$ cat config.mk
export PLATFORM = sky130hd
export DESIGN_NAME = div_unit
export DESIGN_NICKNAME = d
export VERILOG_FILES = /design/src/rtl/div_unit_pkg.sv /design/src/rtl/div_step.sv /design/src/rtl/div_unit.sv
export SDC_FILE = /design/constraint.sdc
export NUM_CORES = 1
export LEC_CHECK = 0
export ABC_AREA = 1
export BUFFER_PORTS_ARGS = -buffer_cell sky130_fd_sc_hd__buf_2
export CAP_MARGIN = 30
export CORE_ASPECT_RATIO = 2
export CORE_MARGIN = 2
export CORE_UTILIZATION = 40
export CTS_BUF_LIST = sky130_fd_sc_hd__clkbuf_8
export CTS_CLUSTER_DIAMETER = 30
export CTS_CLUSTER_SIZE = 24
export DETAILED_ROUTE_END_ITERATION = 6
export PLACE_DENSITY = 0.55
export SKIP_CTS_REPAIR_TIMING = 1
export SLEW_MARGIN = 20
export SYNTH_ARGS = -nofsm -noshare
export SYNTH_HDL_FRONTEND = slang
export SYNTH_SLANG_ARGS = --single-unit
$ cat constraint.sdc
create_clock -name clk -period 6.5 [get_ports clk]
set_clock_uncertainty 0.2 [all_clocks]
set_input_delay 1.3 -clock clk [delete_from_list [all_inputs] [get_ports clk]]
set_output_delay 1.3 -clock clk [all_outputs]
set_load 0.02 [all_outputs]
$ cat src/rtl/div_unit_pkg.sv
// Shared definitions for the EX-stage divider: state encoding and default operand width.
package div_unit_pkg;

  localparam int DIV_WIDTH = 32;

  localparam logic [1:0] ST_IDLE = 2'd0;
  localparam logic [1:0] ST_CALC = 2'd1;
  localparam logic [1:0] ST_DONE = 2'd2;

  typedef enum logic [1:0] {
    IDLE = ST_IDLE,
    CALC = ST_CALC,
    DONE = ST_DONE
  } div_state_e;

endpackage

$ cat src/rtl/div_step.sv
// One radix-2 restoring divide step: shift in a dividend bit, trial-subtract the divisor,
// keep the difference when it is non-negative, otherwise restore.
module div_step
  import div_unit_pkg::*;
#(
  parameter int WIDTH = DIV_WIDTH
) (
  input  logic [WIDTH-1:0] rem_i,
  input  logic             dividendBit_i,
  input  logic [WIDTH-1:0] divisor_i,
  output logic [WIDTH-1:0] rem_o,
  output logic             quotBit_o
);

  logic [WIDTH:0] shifted;
  logic [WIDTH:0] diff;

  // The incoming remainder is always below the divisor, so the shifted value fits in
  // WIDTH+1 bits and a non-negative difference always fits back into WIDTH bits.
  always_comb begin
    shifted   = {rem_i, dividendBit_i};
    diff      = shifted - {1'b0, divisor_i};
    quotBit_o = ~diff[WIDTH];
    rem_o     = quotBit_o ? diff[WIDTH-1:0] : shifted[WIDTH-1:0];
  end

endmodule

$ cat src/rtl/div_unit.sv
// Multi-cycle DIV/DIVU unit for the EX stage: one quotient bit per cycle, sign fix-up on
// completion, quotient to LO and remainder to HI, stall request while working.
module div_unit
  import div_unit_pkg::*;
#(
  parameter int WIDTH = DIV_WIDTH
) (
  input  logic             clk,
  input  logic             rst,
  input  logic             start_i,
  input  logic             signed_div_i,
  input  logic             annul_i,
  input  logic [WIDTH-1:0] a_i,
  input  logic [WIDTH-1:0] b_i,
  output logic             busy_o,
  output logic             done_o,
  output logic [WIDTH-1:0] hi_o,
  output logic [WIDTH-1:0] lo_o
);

  localparam int               CNT_W    = $clog2(WIDTH);
  localparam logic [CNT_W-1:0] CNT_LAST = CNT_W'(WIDTH - 1);

  div_state_e       state_q, state_d;
  logic [CNT_W-1:0] cnt_q, cnt_d;
  logic [WIDTH-1:0] rem_q, rem_d;
  logic [WIDTH-1:0] quo_q, quo_d;
  logic [WIDTH-1:0] dvs_q, dvs_d;
  logic [WIDTH-1:0] hi_q, hi_d;
  logic [WIDTH-1:0] lo_q, lo_d;
  logic             negQuot_q, negQuot_d;
  logic             negRem_q, negRem_d;

  logic             accept;
  logic [WIDTH-1:0] aMag;
  logic [WIDTH-1:0] bMag;
  logic [WIDTH-1:0] stepRem;
  logic             stepBit;
  logic [WIDTH-1:0] quoNext;

  assign accept = (state_q == IDLE) & start_i & ~annul_i;
  assign aMag   = (signed_div_i & a_i[WIDTH-1]) ? -a_i : a_i;
  assign bMag   = (signed_div_i & b_i[WIDTH-1]) ? -b_i : b_i;

  // quo_q doubles as the dividend shift register: its MSB feeds the step while the
  // new quotient bit enters at the bottom.
  div_step #(.WIDTH(WIDTH)) u_step (
    .rem_i        (rem_q),
    .dividendBit_i(quo_q[WIDTH-1]),
    .divisor_i    (dvs_q),
    .rem_o        (stepRem),
    .quotBit_o    (stepBit)
  );

  assign quoNext = {quo_q[WIDTH-2:0], stepBit};

  always_ff @(posedge clk or posedge rst) begin
    if (rst) begin
      state_q   <= IDLE;
      cnt_q     <= '0;
      rem_q     <= '0;
      quo_q     <= '0;
      dvs_q     <= '0;
      hi_q      <= '0;
      lo_q      <= '0;
      negQuot_q <= 1'b0;
      negRem_q  <= 1'b0;
    end else begin
      state_q   <= state_d;
      cnt_q     <= cnt_d;
      rem_q     <= rem_d;
      quo_q     <= quo_d;
      dvs_q     <= dvs_d;
      hi_q      <= hi_d;
      lo_q      <= lo_d;
      negQuot_q <= negQuot_d;
      negRem_q  <= negRem_d;
    end
  end

  always_comb begin
    state_d   = state_q;
    cnt_d     = cnt_q;
    rem_d     = rem_q;
    quo_d     = quo_q;
    dvs_d     = dvs_q;
    hi_d      = hi_q;
    lo_d      = lo_q;
    negQuot_d = negQuot_q;
    negRem_d  = negRem_q;

    unique case (state_q)
      IDLE: begin
        if (accept) begin
          dvs_d     = bMag;
          quo_d     = aMag;
          rem_d     = '0;
          cnt_d     = '0;
          negQuot_d = signed_div_i & (a_i[WIDTH-1] ^ b_i[WIDTH-1]);
          negRem_d  = signed_div_i & a_i[WIDTH-1];
          // Divide by zero skips iteration and returns the raw dividend in HI.
          if (b_i == '0) begin
            state_d = DONE;
            hi_d    = a_i;
            lo_d    = '1;
          end else begin
            state_d = CALC;
          end
        end
      end

      CALC: begin
        if (annul_i) begin
          state_d = IDLE;
          cnt_d   = '0;
        end else begin
          rem_d = stepRem;
          quo_d = quoNext;
          cnt_d = cnt_q + CNT_W'(1);
          if (cnt_q == CNT_LAST) begin
            state_d = DONE;
            cnt_d   = '0;
            lo_d    = negQuot_q ? -quoNext : quoNext;
            hi_d    = negRem_q ? -stepRem : stepRem;
          end
        end
      end

      DONE: begin
        state_d = IDLE;
      end

      default: begin
        state_d = IDLE;
      end
    endcase
  end

  assign busy_o = ~rst & (accept | (state_q == CALC));
  assign done_o = (state_q == DONE) & ~annul_i;
  assign hi_o   = hi_q;
  assign lo_o   = lo_q;

endmodule

# [Yosys cells after proc, flatten, opt, wreduce, memory -nomap -nowiden]
# Index checks and enable logic that the tools add are counted.
[op_classes] add_sub_neg=6 n_mul=0 div_mod_pow=0 order_cmp=0 eq_ne=8 shifts=0 muxes=30 n_bitwise=12 reduce_logical=8
[ops] op="$mux 32" n=17
[ops] op="$pmux 32 s2" n=4
[ops] op="$neg 32->32" n=4
[ops] op="$sub 33x32->33" n=1
[ops] op="$logic_not 32->1" n=1
[ops] op="$mux 5" n=3
[ops] op="$pmux 5 s2" n=1
[ops] op="$mux 2" n=4
[ops] op="$and 1x1->1" n=7
[ops] op="$ne 2x2->1 const B" n=3
[ops] op="$reduce_and 2->1" n=3
[ops] op="$add 5x1->5 const B" n=1
[ops] op="$eq 5x5->1 const B" n=1
[ops] op="$reduce_and 5->1" n=1
[ops] op="$pmux 2 s2" n=1
[ops] op="$ne 3x3->1 const B" n=1
[ops] op="$not 1->1" n=3
[ops] op="$reduce_and 3->1" n=1
[ops] op="$eq 2x1->1 const B" n=1
[ops] op="$eq 2x2->1 const B" n=1
[ops] op="$logic_not 2->1" n=1
[ops] op="$ne 2x1->1 const B" n=1
[ops] op="$reduce_bool 2->1" n=1
[ops] op="$or 1x1->1" n=1
[ops] op="$xor 1x1->1" n=1
[word_totals] reg_bits=169 latch_bits=0 ramBits=0 mem_bits_ro=0 in_bits=69 out_inout_bits=66 word_cells=73 n_memories=0

# [Logic depth before layout (Yosys ltp)]
# Gate-level depths: netlist of run 1.
[logic_depth] ltp_word=7 depth_mapped=32 mapped_depth_nobuf=31

# [Hierarchy]
# A second synthesis of run 1 with hierarchy kept.
[unflattened] hier_cells=2389 hier_area_um2=14159.8
[by_module_without_submodules] module="div_unit" n_inst=1 cells_each=1706 area_each_um2=10996.8 seq_area_each_um2=4229.1
[by_module_without_submodules] module="div_step" n_inst=1 cells_each=683 area_each_um2=3163.0 seq_area_each_um2=0.0

# [Least setup slack after synthesis of run 1]
# Ideal clock, no wire load.
[synth_timing] path_kind="flip-flop to flip-flop" from="register quo_q[31]" to="register lo_q[30], in the netlist lo_o[30]" setup_ps=121 t_arrival_ps=3675 required_ps=6179 setup_slack_ps=2504 stages_incl_launch_ff=31 n_path_buf=1 synth_period_minus_slack_ps=3996 path_cell_list="dfrtp_1 -> inv_1 -> ha_1 -> inv_1 -> fa_1 -> nand2_1 -> nand2_1 -> nand3_2 -> nand2_2 -> nand2_2 -> nand2_4 -> nand2_4 -> nand3_2 -> nand2_4 -> buf_4 -> ha_1 -> nand3_1 -> nor3_2 -> nand4_1 -> nor2_1 -> nand2_1 -> nor2_1 -> nand3_1 -> nor2_1 -> nand3_1 -> nor3_1 -> nor2_1 -> inv_1 -> nand2_1 -> nor3_1 -> o21ai_1"
[synth_between] elab_chain_cells=7
[synth_lines] item="from (decl)" line_no="div_unit.sv:27" rtl="logic [WIDTH-1:0] quo_q, quo_d;"
[synth_lines] item="from (signal assigned)" line_no="div_unit.sv:72" rtl="quo_q <= quo_d;"
[synth_lines] item="$sub 33x32->33" line_no="div_step.sv:22" rtl="diff = shifted - {1'b0, divisor_i};"
[synth_lines] item="$not 1->1" line_no="div_step.sv:23" rtl="quotBit_o = ~diff[WIDTH];"
[synth_lines] item="$neg 32->32" line_no="div_unit.sv:123" rtl="lo_d = negQuot_q ? -quoNext : quoNext;"
[synth_lines] item="$mux 32" line_no="div_unit.sv:123"
[synth_lines] item="$mux 32" line_no="div_unit.sv:120" rtl="if (cnt_q == CNT_LAST) begin"
[synth_lines] item="$mux 32" line_no="div_unit.sv:113" rtl="if (annul_i) begin"
[synth_lines] item="$pmux 32 s2" line_no="div_unit.sv:92" rtl="unique case (state_q)"
[synth_lines] item="to (signal assigned)" line_no="div_unit.sv:75" rtl="lo_q <= lo_d;"
[synth_lines] item="to (decl)" line_no="div_unit.sv:30" rtl="logic [WIDTH-1:0] lo_q, lo_d;"
# No other way between the ends. The select of a mux whose other input is x is not followed.
# A chain may end at the register's enable or synchronous reset.

# [Final worst setup path of run 1]
[layout_timing] from="register quo_q[31]" to="register lo_q[26], in the netlist lo_o[26]"
# Same word-level chain as after synthesis.

==> flow_metrics.tcl, run 1 <==
set metrics [dict create \
    first_pass_iters 5 \
    grt_use_met2 0.517 \
    grt.busiest_layer "met2" \
    avgSynthCellArea_um2 6.36 \
    use_met3 0.0240 \
    syn_nets 2236 \
    dieArea_um2 35400 \
    status "complete, no violations" \
    drt_iter0_drc 655 \
    vias 13600 \
    start_kind "register" \
    yosys-top-cells-area "dfrtp_1 (31%), nand2_1 (19%), inv_1 (8.4%)" \
    clock.fmax_mhz 198 \
    clk_path_buf_depth 2 \
    ant_nets 0 \
    fin_ws_ps 1460 \
    met1_usage 0.260 \
    synth_edf_count 0 \
    ys_seq_area_frac 0.313 \
    row_count 95 \
    clock-sinks 169 \
    hpwl_um 36600 \
    ys_warn_count 0 \
    cp_top_family "simple AND/OR/NAND/NOR gates" \
    area_growth_pct 11.0 \
    nets 2333 \
    wl_per_cell_um 17.1 \
    cpMostUsedCell "nand3_1" \
    place_area_um2 14600 \
    drc_errors 0 \
    hold_viol 0 \
    pin_count 135 \
    cts_buffers 17 \
    fin_area_um2 15000 \
    slew_headroom 0.396 \
    cts_tree "yes" \
    portBuffers 134 \
    place_ws_ps 1400 \
    post-route-min-period_ps 5040 \
    fin_setup_tns_ps 0 \
    drv_cap 0 \
    die_x_um 134 \
    critPathRequiredTime_ps 6680 \
    grt-ovfl-total 0 \
    antenna_found_initial 1 \
    clk_latency_ps 510 \
    grt_max_degree 87 \
    max_stage_delay_ps 440 \
    rsz0062_at_grt "false" \
    place.gp.congestion 0.973 \
    maxSlewViolCount 0 \
    slowest_stage "dfrtp_1" \
    clk_pin_slew_ps 110 \
    core-area_um2 33500 \
    synthTopCellsByCount "nand2_1 (679), inv_1 (302), nor2_1 (211)" \
    yosys.area.top_type "dfrtp_1" \
    fin_crit_sh 0.776 \
    worst_pin_slew_ps 906 \
    rrSetupSlack_ps 1460 \
    crit_fanout 33 \
    grt_pass1_wl_um 71800 \
    via_per_inst 5.10 \
    netlist_instances 2128 \
    start_util 0.404 \
    netlist_area_um2 13500 \
    cts_max_level 4 \
    critPathCaptureType "register" \
    drive_above_1_share 0.126 \
    yosys.area.top_type_share 0.313 \
    ys_ff_latch 169 \
    synth_ff_type "dfrtp_1" \
    grt_use_total 0.262 \
    root_buffer "clkbuf_8" \
    dieHeight_um 264 \
    yosys.cell_types.count 61 \
    yosysMostFrequentCell "nand2_1" \
    setup_viol 0 \
    crit_arrival_ps 5220 \
    synthArstFlopShare 1.00 \
    wl_um 45800 \
    hold_path.class "reg -> reg" \
    path_buf_inv 3 \
    path_class "reg -> reg" \
    grt_pass1_vias 13600 \
]
## tightest hold or removal path, delay by kind of cell, from the launching register on
kind	cells	cell delay [ps]
flip-flops	1	350
AND/OR/NAND/NOR	2	100
## layer usage
metal  vias to the layer above  part of all wire
met5                         -                 0
met4                         0             0.062
met3                       101             0.024
met2                       306              0.55
met1                      6259              0.36
li1                       6979                 -
## path summary, 6_finish.rpt
kind / start / cells past startpoint / end
worst max-delay path: quo_q[31]$_DFFE_PP0P_ / 29 / lo_o[26]$_DFFE_PP0P_
worst min-delay path: lo_o[15]$_DFFE_PP0P_ / 2 / lo_o[15]$_DFFE_PP0P_
worst max register to register: quo_q[31]$_DFFE_PP0P_ / 29 / lo_o[26]$_DFFE_PP0P_
worst min register to register: lo_o[15]$_DFFE_PP0P_ / 2 / lo_o[15]$_DFFE_PP0P_
max in group asynchronous: rst / 3 / lo_o[9]$_DFFE_PP0P_
min in group asynchronous: rst / 2 / hi_o[24]$_DFFE_PP0P_
## sequential cells by signal, indices dropped and copies added (netlist names), 2 cells and up
| register | cells |
|---|---|
| rem_q | 32 |
| hi_o | 32 |
| dvs_q | 32 |
| lo_o | 32 |
| quo_q | 32 |
| state_q | 2 |
| cnt_q | 5 |
## through the flow
| stage | cells | utilization | hold slack [ps] |
|---|---|---|---|
| 2_1_floorplan | 2128 | - | 253 |
| 3_3_place_gp | 2640 | 0.435 | 258 |
| 3_5_place_dp | 2641 | 0.435 | 261 |
| 4_1_cts | 2673 | 0.447 | 285 |
| 5_1_grt | 2675 | 0.448 | 301 |
| 6_report | 2676 | 0.448 | 278 |
## layout make-up
| type | instances | area, um2 |
|---|---|---|
| inverter | 314 | 1180 |
| timing repair buffer | 152 | 846 |
| clock buffer | 19 | 262 |
| sequential | 169 | 4230 |
| multi-input combinational | 1571 | 7800 |
| clock inverter | 13 | 144 |
| fill | 3687 | 18500 |
| tap | 436 | 546 |
| antenna | 2 | 5.00 |
## cells by family after synthesis
kind of cell,Yosys count,synth area share
compound gates,298,0.128
simple gates,1182,0.377
fa+ha+maj,39,0.0366
xor+xnor,52,0.0337
buf+inv,388,0.112
flops,169,0.313
## cells in the final DEF (no fill, tap or decap), drive strengths merged, types with 21 or more instances in the layout
master | synthesis | routed
xor2 | 44 | 44
nand4 | 29 | 29
ha | 38 | 38
inv | 313 | 315
a21oi | 76 | 76
dfrtp | 169 | 169
o21ai | 133 | 133
nor3 | 35 | 35
nand2 | 720 | 720
nor2 | 228 | 228
o22ai | 21 | 21
nand3 | 137 | 137
buf | 21 | 152
Power of run 1 is not shown: default switching activity piles up to over one toggle a cycle in this logic, so the estimate is an artifact.
==> run 2: changes to the inputs <==
==> constraint.sdc (replaced) <==
create_clock -name clk -period 4.8 [get_ports clk]
set_clock_uncertainty 0.2 [all_clocks]
set_input_delay 0.96 -clock clk [delete_from_list [all_inputs] [get_ports clk]]
set_output_delay 0.96 -clock clk [all_outputs]
set_load 0.02 [all_outputs]
==> run 2 against run 1 <==
  * First-iteration DRC count grew 31%
  * Routed wire length grew 3.4%
  * Worst setup slack lost 1000 ps
  * Utilization grew 0.45 points
  * Sequential share of layout area shrank 0.28 points
  * Flip-flop and latch count is the same
  * Via count grew 1.0%
  * Die area is the same
  * Clock-buffer cell count shrank 1
  * Maximum frequency grew 15%
  * Non-clock buffer count grew 10
  * Critical endpoint is now lo_o[30]$_DFFE_PP0P_
  * Largest cell class unchanged
  * Highest routed layer unchanged
  * Critical path depth is the same
==> flow_metrics.tcl, run 2 (synthesized netlist as in run 1, its figures left out) <==
set metrics [dict create \
    status "complete, no violations" \
    layout_commonest_cell "nand2_1" \
    cpMostUsedCell "nand3_2" \
    grt-ovfl-total 0 \
    grt_pass1_vias 13500 \
    hp-start "lo_o[18]$_DFFE_PP0P_" \
    dieHeight_um 264 \
    cts_buffers 17 \
    nets 2343 \
    row_count 95 \
    root_buffer "clkbuf_8" \
    drive_above_1_share 0.132 \
    place_inst 2648 \
    grt_max_degree 170 \
    max_stage_delay_ps 420 \
    hold_path.class "reg -> reg" \
    wl_um 47300 \
    grt_pass1_wl_um 72600 \
    dieArea_um2 35400 \
    portBuffers 134 \
    ant_nets 0 \
    hpwl_um 37700 \
    nFillCells 3672 \
    core-area_um2 33500 \
    fin_cells 2685 \
    worst_pin_slew_ps 1020 \
    maxSlewViolCount 0 \
    clk_path_buf_depth 2 \
    vias 13800 \
    critPathRequiredTime_ps 5010 \
    rsz0062_at_grt "false" \
    fin_setup_tns_ps 0 \
    drv_cap 0 \
    rrSetupSlack_ps 430 \
    area_growth_pct 12.1 \
    first_pass_iters 6 \
    pin_count 135 \
    fin_ws_ps 433 \
    grt_use_total 0.267 \
    slew_headroom 0.323 \
    hold_viol 0 \
    layout_common_cells "nand2_1 (676), inv_1 (301), nor2_1 (209)" \
    antenna_found_initial 1 \
    clk_pin_slew_ps 100 \
    fin_crit_sh 0.910 \
    drc_errors 0 \
    crit_arrival_ps 4580 \
    r2r_start "quo_q[31]$_DFFE_PP0P_" \
    cts_tree "yes" \
    wl_per_cell_um 17.6 \
    via_per_inst 5.13 \
    critPathCaptureType "register" \
    start_kind "register" \
    crit_fanout 4 \
    post-route-min-period_ps 4370 \
    clock.fmax_mhz 229 \
    start_util 0.404 \
    crit_start "quo_q[31]$_DFFE_PP0P_" \
    drt_iter0_drc 855 \
    clock-sinks 169 \
    path_class "reg -> reg" \
    cts_max_level 4 \
    setup_viol 0 \
    die_x_um 134 \
    place.gp.congestion 0.990 \
    clk_latency_ps 520 \
    place_ws_ps 226 \
    slowest_stage "dfrtp_1" \
]
[run 2: layout make-up]
type	count	area, um2	area share
Clock buffer	18	248	0.0163
Inverter	314	1180	0.0779
Clock inverter	14	219	0.0144
Sequential cell	169	4230	0.279
Timing Repair Buffer	162	918	0.0605
Tap cell	436	546	0.0360
Antenna cell	1	2.50	0.000165
Multi-Input combinational cell	1571	7830	0.516
[run 2: metrics by stage]
stage / util / instance area [um2] / hold slack, ps
CTS: 0.451 / 15100 / 288
finish: 0.453 / 15200 / 283
global placement: 0.437 / 14600 / 259
detailed placement: 0.437 / 14600 / 262
floorplan: - / 13500 / 253
global route: 0.453 / 15200 / 299
[run 2: worst paths after layout]
check	depth (start not counted)	end
max	29	lo_o[30]$_DFFE_PP0P_
min	2	lo_o[18]$_DFFE_PP0P_
max reg2reg	29	lo_o[30]$_DFFE_PP0P_
min reg2reg	2	lo_o[18]$_DFFE_PP0P_
max in group asynchronous	3	hi_o[9]$_DFFE_PP0P_
min in group asynchronous	3	quo_q[30]$_DFFE_PP0P_
[run 2: metal layers]
metal | up-vias | wire length, um | global-route usage
li1 | 6998 | - | -
met1 | 6377 | 16900 | 0.262
met2 | 318 | 26500 | 0.532
met3 | 90 | 1320 | 0.0274
met4 | 0 | 2610 | 0.146
met5 | - | 0 | 0
[run 2: critical path: cells and delay by family, from the launching register on]
family                   cells  cell delay (ps)
adder cells (fa/ha/maj)      3              730
AND/OR/NAND/NOR             22             2600
buffers and inverters        3              240
flip-flops                   1              420
AO/OA/AOI/OAI                1               80
Power of run 2 is left out for the same reason.
==> run 3: changes to the inputs <==
--- a/config.mk
+++ b/config.mk
@@ -13,9 +13,8 @@
 export CORE_UTILIZATION = 40
 export CTS_BUF_LIST = sky130_fd_sc_hd__clkbuf_8
 export CTS_CLUSTER_DIAMETER = 30
-export CTS_CLUSTER_SIZE = 24
 export DETAILED_ROUTE_END_ITERATION = 6
-export PLACE_DENSITY = 0.55
+export PLACE_DENSITY = 0.57
 export SKIP_CTS_REPAIR_TIMING = 1
 export SLEW_MARGIN = 20
 export SYNTH_ARGS = -nofsm -noshare
==> constraint.sdc (replaced) <==
create_clock -name clk -period 3.7 [get_ports clk]
set_clock_uncertainty 0.2 [all_clocks]
set_input_delay 0.74 -clock clk [delete_from_list [all_inputs] [get_ports clk]]
set_output_delay 0.74 -clock clk [all_outputs]
set_load 0.02 [all_outputs]
==> run 3 against run 2 <==
  * The run now ends with setup timing left
  * Via count increased by 5.2%
  * Final area increased by 9.9%
  * Die area unchanged
  * Hold slack got worse by 120 ps
==> flow_metrics.tcl, run 3 (synthesized netlist as in run 1, its figures left out) <==
set metrics [dict create \
    clock-sinks 169 \
    row_count 95 \
    final_util 0.497 \
    cts_max_level 4 \
    place_ws_ps -456 \
    cts_buffers 17 \
    clk_path_buf_depth 2 \
    drt_iter0_drc 808 \
    dieArea_um2 35400 \
    critPathCaptureType "register" \
    hpwl_um 38300 \
    nFillCells 3605 \
    clock.fmax_mhz 257 \
    rsz0062_at_grt "true" \
    dieHeight_um 264 \
    hold_viol 0 \
    violations "setup timing" \
    drc_errors 0 \
    maxSlewViolCount 0 \
    place.gp.congestion 0.927 \
    drive_above_1_share 0.205 \
    root_buffer "clkbuf_8" \
    wl_um 47800 \
    multi_input_area_um2 7930 \
    max_stage_delay_ps 400 \
    crit_arrival_ps 4150 \
    grt_max_degree 170 \
    path_class "reg -> reg" \
    grt_pass1_wl_um 74900 \
    drv_cap 0 \
    nets 2530 \
    regArea_um2 4230 \
    fin_crit_sh 1.05 \
    cpMostUsedCell "nor2_2" \
    crit_fanout 4 \
    grt_use_total 0.273 \
    hold_path.class "in -> async" \
    grt-ovfl-total 0 \
    critPathRequiredTime_ps 3950 \
    ant_nets 0 \
    clk_pin_slew_ps 100 \
    portBuffers 134 \
    start_kind "register" \
    clk_latency_ps 520 \
    wl_per_cell_um 16.6 \
    antenna_found_initial 1 \
    start_util 0.404 \
    post-route-min-period_ps 3890 \
    grt_pass1_vias 14500 \
    first_pass_iters 6 \
    via_per_inst 5.05 \
    die_x_um 134 \
    pin_count 135 \
    setup_viol 24 \
    status "finished with violations" \
    cts_tree "yes" \
    slowest_stage "dfrtp_1" \
    layout_commonest_cell "nand2_1" \
    area_growth_pct 23.2 \
    core-area_um2 33500 \
    worst_pin_slew_ps 1170 \
    slew_headroom 0.220 \
    layout_common_cells "nand2_1 (671), inv_1 (300), nor2_1 (206), buf_4 (206), dfrtp_1 (169)" \
    vias 14500 \
    fin_ws_ps -194 \
]
==> run 3: critical path: cells and delay by family (launching register included) <==
kind	cells	cell delay, ps
DFF	1	400
AOI/OAI and AO/OA	2	420
buffers and inverters	2	210
and+or+nand+nor	19	2110
adders and majority gates	2	490
==> run 3: routing by layer <==
layer  track usage  share of wire
met2         0.519           0.54
met1         0.272           0.37
met3        0.0336          0.029
met4         0.181          0.069
met5             0              0
==> run 3: metrics by stage <==
step | TNS, ps | hold WS, ps | area (um2) | std cells
finish | -1990 | 158 | 16700 | 2871
global route | -9750 | 310 | 16700 | 2871
CTS | -4450 | 286 | 16500 | 2863
detailed placement | -19280 | 261 | 16100 | 2832
global placement | -16330 | 259 | 16100 | 2832
floorplan | -219 | 253 | 13600 | 2128
==> run 3: worst paths after layout <==
path / slack [ps] / endpoint / cells past startpoint / start
max: -190 / lo_o[30]$_DFFE_PP0P_ / 25 / rem_q[30]$_DFFE_PP0P_
min: 160 / quo_q[27]$_DFFE_PP0P_ / 3 / rst
max reg2reg: -190 / lo_o[30]$_DFFE_PP0P_ / 25 / rem_q[30]$_DFFE_PP0P_
min reg2reg: 280 / hi_o[20]$_DFFE_PP0P_ / 2 / hi_o[20]$_DFFE_PP0P_
max in group asynchronous: 2120 / rem_q[22]$_DFFE_PP0P_ / 3 / rst
min in group clk: 280 / hi_o[20]$_DFFE_PP0P_ / 2 / hi_o[20]$_DFFE_PP0P_
==> run 3: layout make-up <==
cell class / count / share of cell area
diodes: 1 / 0.000150
clock buffers: 18 / 0.0149
clock inverters: 13 / 0.00886
inverters: 314 / 0.0709
multi-input cells: 1571 / 0.475
flip-flops and latches: 169 / 0.254
well taps: 436 / 0.0327
repair buffers: 349 / 0.143
Power of run 3 is left out for the same reason.
